File: config.mk
export PLATFORM = sky130hd
export DESIGN_NAME = dmem_ctrl
export DESIGN_NICKNAME = d
export VERILOG_FILES = /design/src/rtl/dmem_ctrl_pkg.sv /design/src/rtl/dmem_ctrl.sv
export SDC_FILE = /design/constraint.sdc
export NUM_CORES = 1
export LEC_CHECK = 0
export CAP_MARGIN = 40
export CORE_ASPECT_RATIO = 0.75
export CORE_MARGIN = 5
export CORE_UTILIZATION = 44
export CTS_BUF_LIST = sky130_fd_sc_hd__clkbuf_4 sky130_fd_sc_hd__clkbuf_8
export CTS_CLUSTER_DIAMETER = 100
export DETAILED_ROUTE_END_ITERATION = 6
export GPL_TIMING_DRIVEN = 0
export PLACE_DENSITY = 0.95
export SYNTH_ARGS = -nofsm -noshare
export SYNTH_HDL_FRONTEND = slang
export SYNTH_SLANG_ARGS = --single-unit
File: constraint.sdc
create_clock -name clk -period 5.2 [get_ports clk]
set_input_delay 1.04 -clock clk [delete_from_list [all_inputs] [get_ports clk]]
set_output_delay 1.04 -clock clk [all_outputs]
set_load 0.05 [all_outputs]
File: src/rtl/dmem_ctrl_pkg.sv
// dmem_ctrl shared constants and FSM state encoding.
// Included by every dmem_ctrl file through import dmem_ctrl_pkg::*.
package dmem_ctrl_pkg;

  localparam int RV32_ADDR_WIDTH = 32;
  localparam int RV32_DATA_WIDTH = 32;
  localparam int DMEM_LAT        = 2;
  localparam int CNT_W           = 4;

  typedef enum logic [1:0] {
    IDLE = 2'd0,
    LD   = 2'd1,
    ST   = 2'd2
  } dmem_state_e;

endpackage

File: src/rtl/dmem_ctrl.sv
// Data-memory port arbiter: load vs. store-buffer retire, fixed latency.
// Optional DMEM_CTRL_ST_PRIO_EN gives retiring stores priority over loads.
module dmem_ctrl
  import dmem_ctrl_pkg::*;
#(
  parameter int MEM_LAT = DMEM_LAT
) (
  input  logic                       clk,
  input  logic                       rst_n,
  input  logic                       i_ret_stbuf,
  input  logic [RV32_ADDR_WIDTH-1:0] i_ret_stbuf_addr,
  input  logic [RV32_DATA_WIDTH-1:0] i_ret_stbuf_data,
  output logic                       o_dmem_occupy,
  input  logic                       i_ld_req,
  input  logic [RV32_ADDR_WIDTH-1:0] i_ld_addr,
  output logic                       o_ld_ack,
  output logic                       o_ld_done,
  output logic [RV32_DATA_WIDTH-1:0] o_ld_data,
  output logic                       o_mem_en,
  output logic                       o_mem_we,
  output logic [RV32_ADDR_WIDTH-1:0] o_mem_addr,
  output logic [RV32_DATA_WIDTH-1:0] o_mem_wdata,
  input  logic [RV32_DATA_WIDTH-1:0] i_mem_rdata
);

  localparam logic [CNT_W-1:0] LAT_M1 = CNT_W'(MEM_LAT - 1);

  dmem_state_e                state;
  logic [CNT_W-1:0]           cnt;
  logic [RV32_ADDR_WIDTH-1:0] addr_q;
  logic [RV32_DATA_WIDTH-1:0] data_q;
  logic                       en_q;
  logic                       we_q;
  logic                       idle;
  logic                       ld_acc;
  logic                       st_acc;

  assign idle = (state == IDLE);

  // Occupy is forced high in reset so the store buffer never retires into it.
`ifdef DMEM_CTRL_ST_PRIO_EN
  assign st_acc        = idle & i_ret_stbuf;
  assign ld_acc        = idle & i_ld_req & ~i_ret_stbuf;
  assign o_dmem_occupy = ~rst_n | ~idle;
`else
  assign ld_acc        = idle & i_ld_req;
  assign st_acc        = idle & ~i_ld_req & i_ret_stbuf;
  assign o_dmem_occupy = ~rst_n | ~idle | i_ld_req;
`endif

  assign o_ld_ack    = rst_n & ld_acc;
  assign o_mem_en    = en_q;
  assign o_mem_we    = we_q;
  assign o_mem_addr  = addr_q;
  assign o_mem_wdata = data_q;

  always_ff @(posedge clk or negedge rst_n) begin
    if (!rst_n) begin
      state     <= IDLE;
      cnt       <= '0;
      addr_q    <= '0;
      data_q    <= '0;
      en_q      <= 1'b0;
      we_q      <= 1'b0;
      o_ld_done <= 1'b0;
      o_ld_data <= '0;
    end else begin
      o_ld_done <= 1'b0;
      case (state)
        IDLE: begin
          if (ld_acc) begin
            state  <= LD;
            addr_q <= i_ld_addr;
            cnt    <= LAT_M1;
            en_q   <= 1'b1;
            we_q   <= 1'b0;
          end else if (st_acc) begin
            state  <= ST;
            addr_q <= i_ret_stbuf_addr;
            data_q <= i_ret_stbuf_data;
            cnt    <= LAT_M1;
            en_q   <= 1'b1;
            we_q   <= 1'b1;
          end
        end
        LD, ST: begin
          if (cnt == '0) begin
            state <= IDLE;
            en_q  <= 1'b0;
            we_q  <= 1'b0;
            if (state == LD) begin
              o_ld_data <= i_mem_rdata;
              o_ld_done <= 1'b1;
            end
          end else begin
            cnt <= cnt - 1'b1;
          end
        end
        default: state <= IDLE;
      endcase
    end
  end

endmodule

==> summary.md <==
| Metric | Value |
|---|---|
| Req. time, crit path | 4.16 ns |
| WHS Path Cells | 1 |
| Initial Util | 0.456 |
| Pwr Total | 5.26 mW |
| Post-synth net total | 471 |
| CTS Buf Count | 9 |
| Drt total wl | 13500 um |
| P&R area growth vs syn | 61.0% |
| Worst-Margin Slew | 0.661 ns |
| Post-route ant nets | 0 |
| Site Rows | 31 |
| RR Startpoint | state[0] |
| Post-CTS resize count | 0 |
| Post-synth top cells | 105 x dfrtp_1, 66 x o22ai_1, 32 x a21oi_1 |
| Fmax | 251 MHz |
| Register area share after synthesis | 0.590 |
| Final Setup Violations | 0 |
| Pleak | 3.00 nW |
| Vias/cell | 5.39 |
| Max-cap violations | 0 |
| R2R setup slack | 3.38 ns |
| CTS clk-pin slew, worst paths | 0.10 ns |
| ANT cells | 0 |
| Status | complete, no violations |
| Worst Setup Start Kind | input pin |
| Post-synth EDFFs | 0 |
| Met1 WL | 5330 um |
| Clock latency on the worst-skew pair | 0.36 ns |
| Max Root-Sink Buffers | 2 |
| Number of synthesized register bits | 105 |
| Drt wl/cell | 18.8 um |
| Top sig layer | met4 |
| DIE HEIGHT | 97.1 um |
| Vias | 3866 |
| Share of cells above drive strength 1 | 0.154 |
| Met3 Routed Length | 1200 um |
| Peak supply drop | 0.000404 V |
| Core Footprint | 9770 um2 |
| Mapped Cells | 336 |
| GPL Wtd Cong | 0.866 |
| Largest net degree at the start of global routing | 57 |
| # DRC | 0 |
| RSZ-0062 raised after global routing | false |
| CP Capture Type | output port |
| Power Dens Cells | 733 nW/um2 |
| FFs w/ async S/R, synth | 1.00 |
| Total GRT Usage | 0.216 |
| Hold Fails Final Rpt | 0 |
| Antenna violations before repair | 0 |
| Root buffer cell | clkbuf_8 |
| Crit Path Max Fanout | 56 |
| Vias in the first global route | 4074 |
| Synth Flop Type | dfrtp_1 |
| Syn_area_per_cell | 13.3 um2 |
| Worst min-delay path category | flip-flop to flip-flop |
| H-tree depth | 3 |
| Die width | 126 um |
| Initial DRC count | 257 |
| Clock sink total | 105 |
| I/O pin count | 233 |
| Synthesis Warnings | 0 |
| Tmin final | 3.99 ns |
| Hold Slack | 0.496 ns |
| Port Buf Inserts | 232 |
| Distinct cell type count after synthesis | 33 |
| Worst r2r path cells | 6 |
| Slew Limit Fails | 0 |
| Area of the die | 12300 um2 |
| Nets@finish | 715 |
| Hold Path Sink | state[1] |
| Fin crit share | 0.768 |
| Worst clock skew | 0.00765 ns |
| Synth top area cells | dfrtp_1 59%, mux2_4 9.8%, o22ai_1 9.3%, mux2_2 7.1%, a21oi_1 3.6% |
| Crit path DAT | 2.95 ns |
| WL met2 | 6720 um |
| Gr ovfl total | 0 |
| Setup repair bufs after CTS | 0 |
| DR pass1 iterations | 5 |
| Syn Std Cell Area | 4450 um2 |
| Worst hold start | state[1] |
| First-pass GRT wire length | 21400 um |
| CTS tree | done |
| Max-slew headroom | 0.560 |
| Top cell type by total area after synthesis | dfrtp_1 |
| Post-DP HPWL | 10400 um |
| Yosys top cell area share | 0.590 |
| Most frequent cell after synthesis | dfrtp_1 |
| Post-CTS Hold Fix Bufs | 0 |
| Reg-to-reg endpoint | o_mem_wdata[13] |
| Crit Path Class | input pin to output port |
-- registers in the layout (all words and copies together) (netlist names) --
signal and count:
o_mem_addr 32, o_mem_we 1, state 2, cnt 4, o_mem_wdata 32, o_ld_done 1, o_ld_data 32, o_mem_en 1
-- layout make-up --
class | instances | area (um2)
clock inverters | 6 | 65.1
repair buffers | 233 | 2350
well taps | 132 | 165
fillers | 656 | 2610
plain buffers | 24 | 120
multi-input cells | 199 | 1680
clock buffers | 10 | 138
flip-flops and latches | 105 | 2630
inverters | 8 | 30.0
-- metrics by stage --
stage                     utilization  setup TNS [ns]  std cells  instance area, um2  worst slack [ns]
after CTS                       0.733               0        717                7170              1.14
after global routing            0.733               0        717                7170             0.980
after global placement          0.710          -85.40        700                6940             -2.10
after detailed placement        0.713               0        701                6970              1.14
after floorplan                     -               0        336                4450              2.57
final                           0.733               0        717                7170              1.21
-- placed cells by master, fill, tap and decap left out, types with 2 or more instances in the layout --
master | netlist | layout
o21ai_0 | 3 | 3
dfrtp_1 | 105 | 105
clkbuf_1 | 13 | 13
buf_2 | 6 | 6
inv_6 | 0 | 2
a21oi_1 | 32 | 32
nor2_1 | 2 | 2
mux2_4 | 29 | 29
nand2_2 | 2 | 2
nor3_1 | 2 | 2
nand2_1 | 4 | 4
clkdlybuf4s50_1 | 0 | 231
buf_6 | 3 | 3
mux2_2 | 28 | 28
or3b_2 | 2 | 2
clkbuf_8 | 0 | 10
nand3b_1 | 2 | 2
inv_1 | 8 | 8
o2bb2ai_1 | 3 | 3
o22ai_1 | 66 | 66
buf_1 | 2 | 2
ha_1 | 3 | 3
clkinv_2 | 0 | 2
mux2_1 | 8 | 8
-- logic make-up after synthesis --
logic type               count (synthesis)  synth area share
AND/OR/NAND/NOR                         22            0.0323
buffers and inverters                   32            0.0337
multiplexers                            65             0.189
flip-flops                             105             0.590
AO/OA/AOI/OAI                          109             0.147
adder cells (fa/ha/maj)                  3           0.00843
-- report_power, final --
| part | internal, mW | switching, mW |
|---|---|---|
| combinational | 1.22 | 2.03 |
| clock | 0.238 | 0.285 |
| sequential | 1.22 | 0.262 |
-- worst max-delay path: stages --
cell             delay [ns]
buf_4                  0.51
buf_16                 0.34
and3_1                 0.20
clkdlybuf4s50_1        0.82
-- metal layers --
metal	vias to the layer above	global-route usage
li1	1757	-
met1	1886	0.255
met2	201	0.369
met3	22	0.0890
met4	0	0.0511
met5	-	0
-- worst max path at each step --
stage	start	end	slack (ns)	depth (start not counted)
2_1_floorplan	state[0]	o_ld_ack	2.57	5
3_3_place_gp	rst_n	o_ld_ack	-2.10	3
3_5_place_dp	rst_n	o_ld_ack	1.14	4
4_1_cts	rst_n	o_ld_ack	1.14	4
5_1_grt	rst_n	o_ld_ack	0.98	4
6_report	rst_n	o_ld_ack	1.21	4
Power figures use the tool's default switching activity.
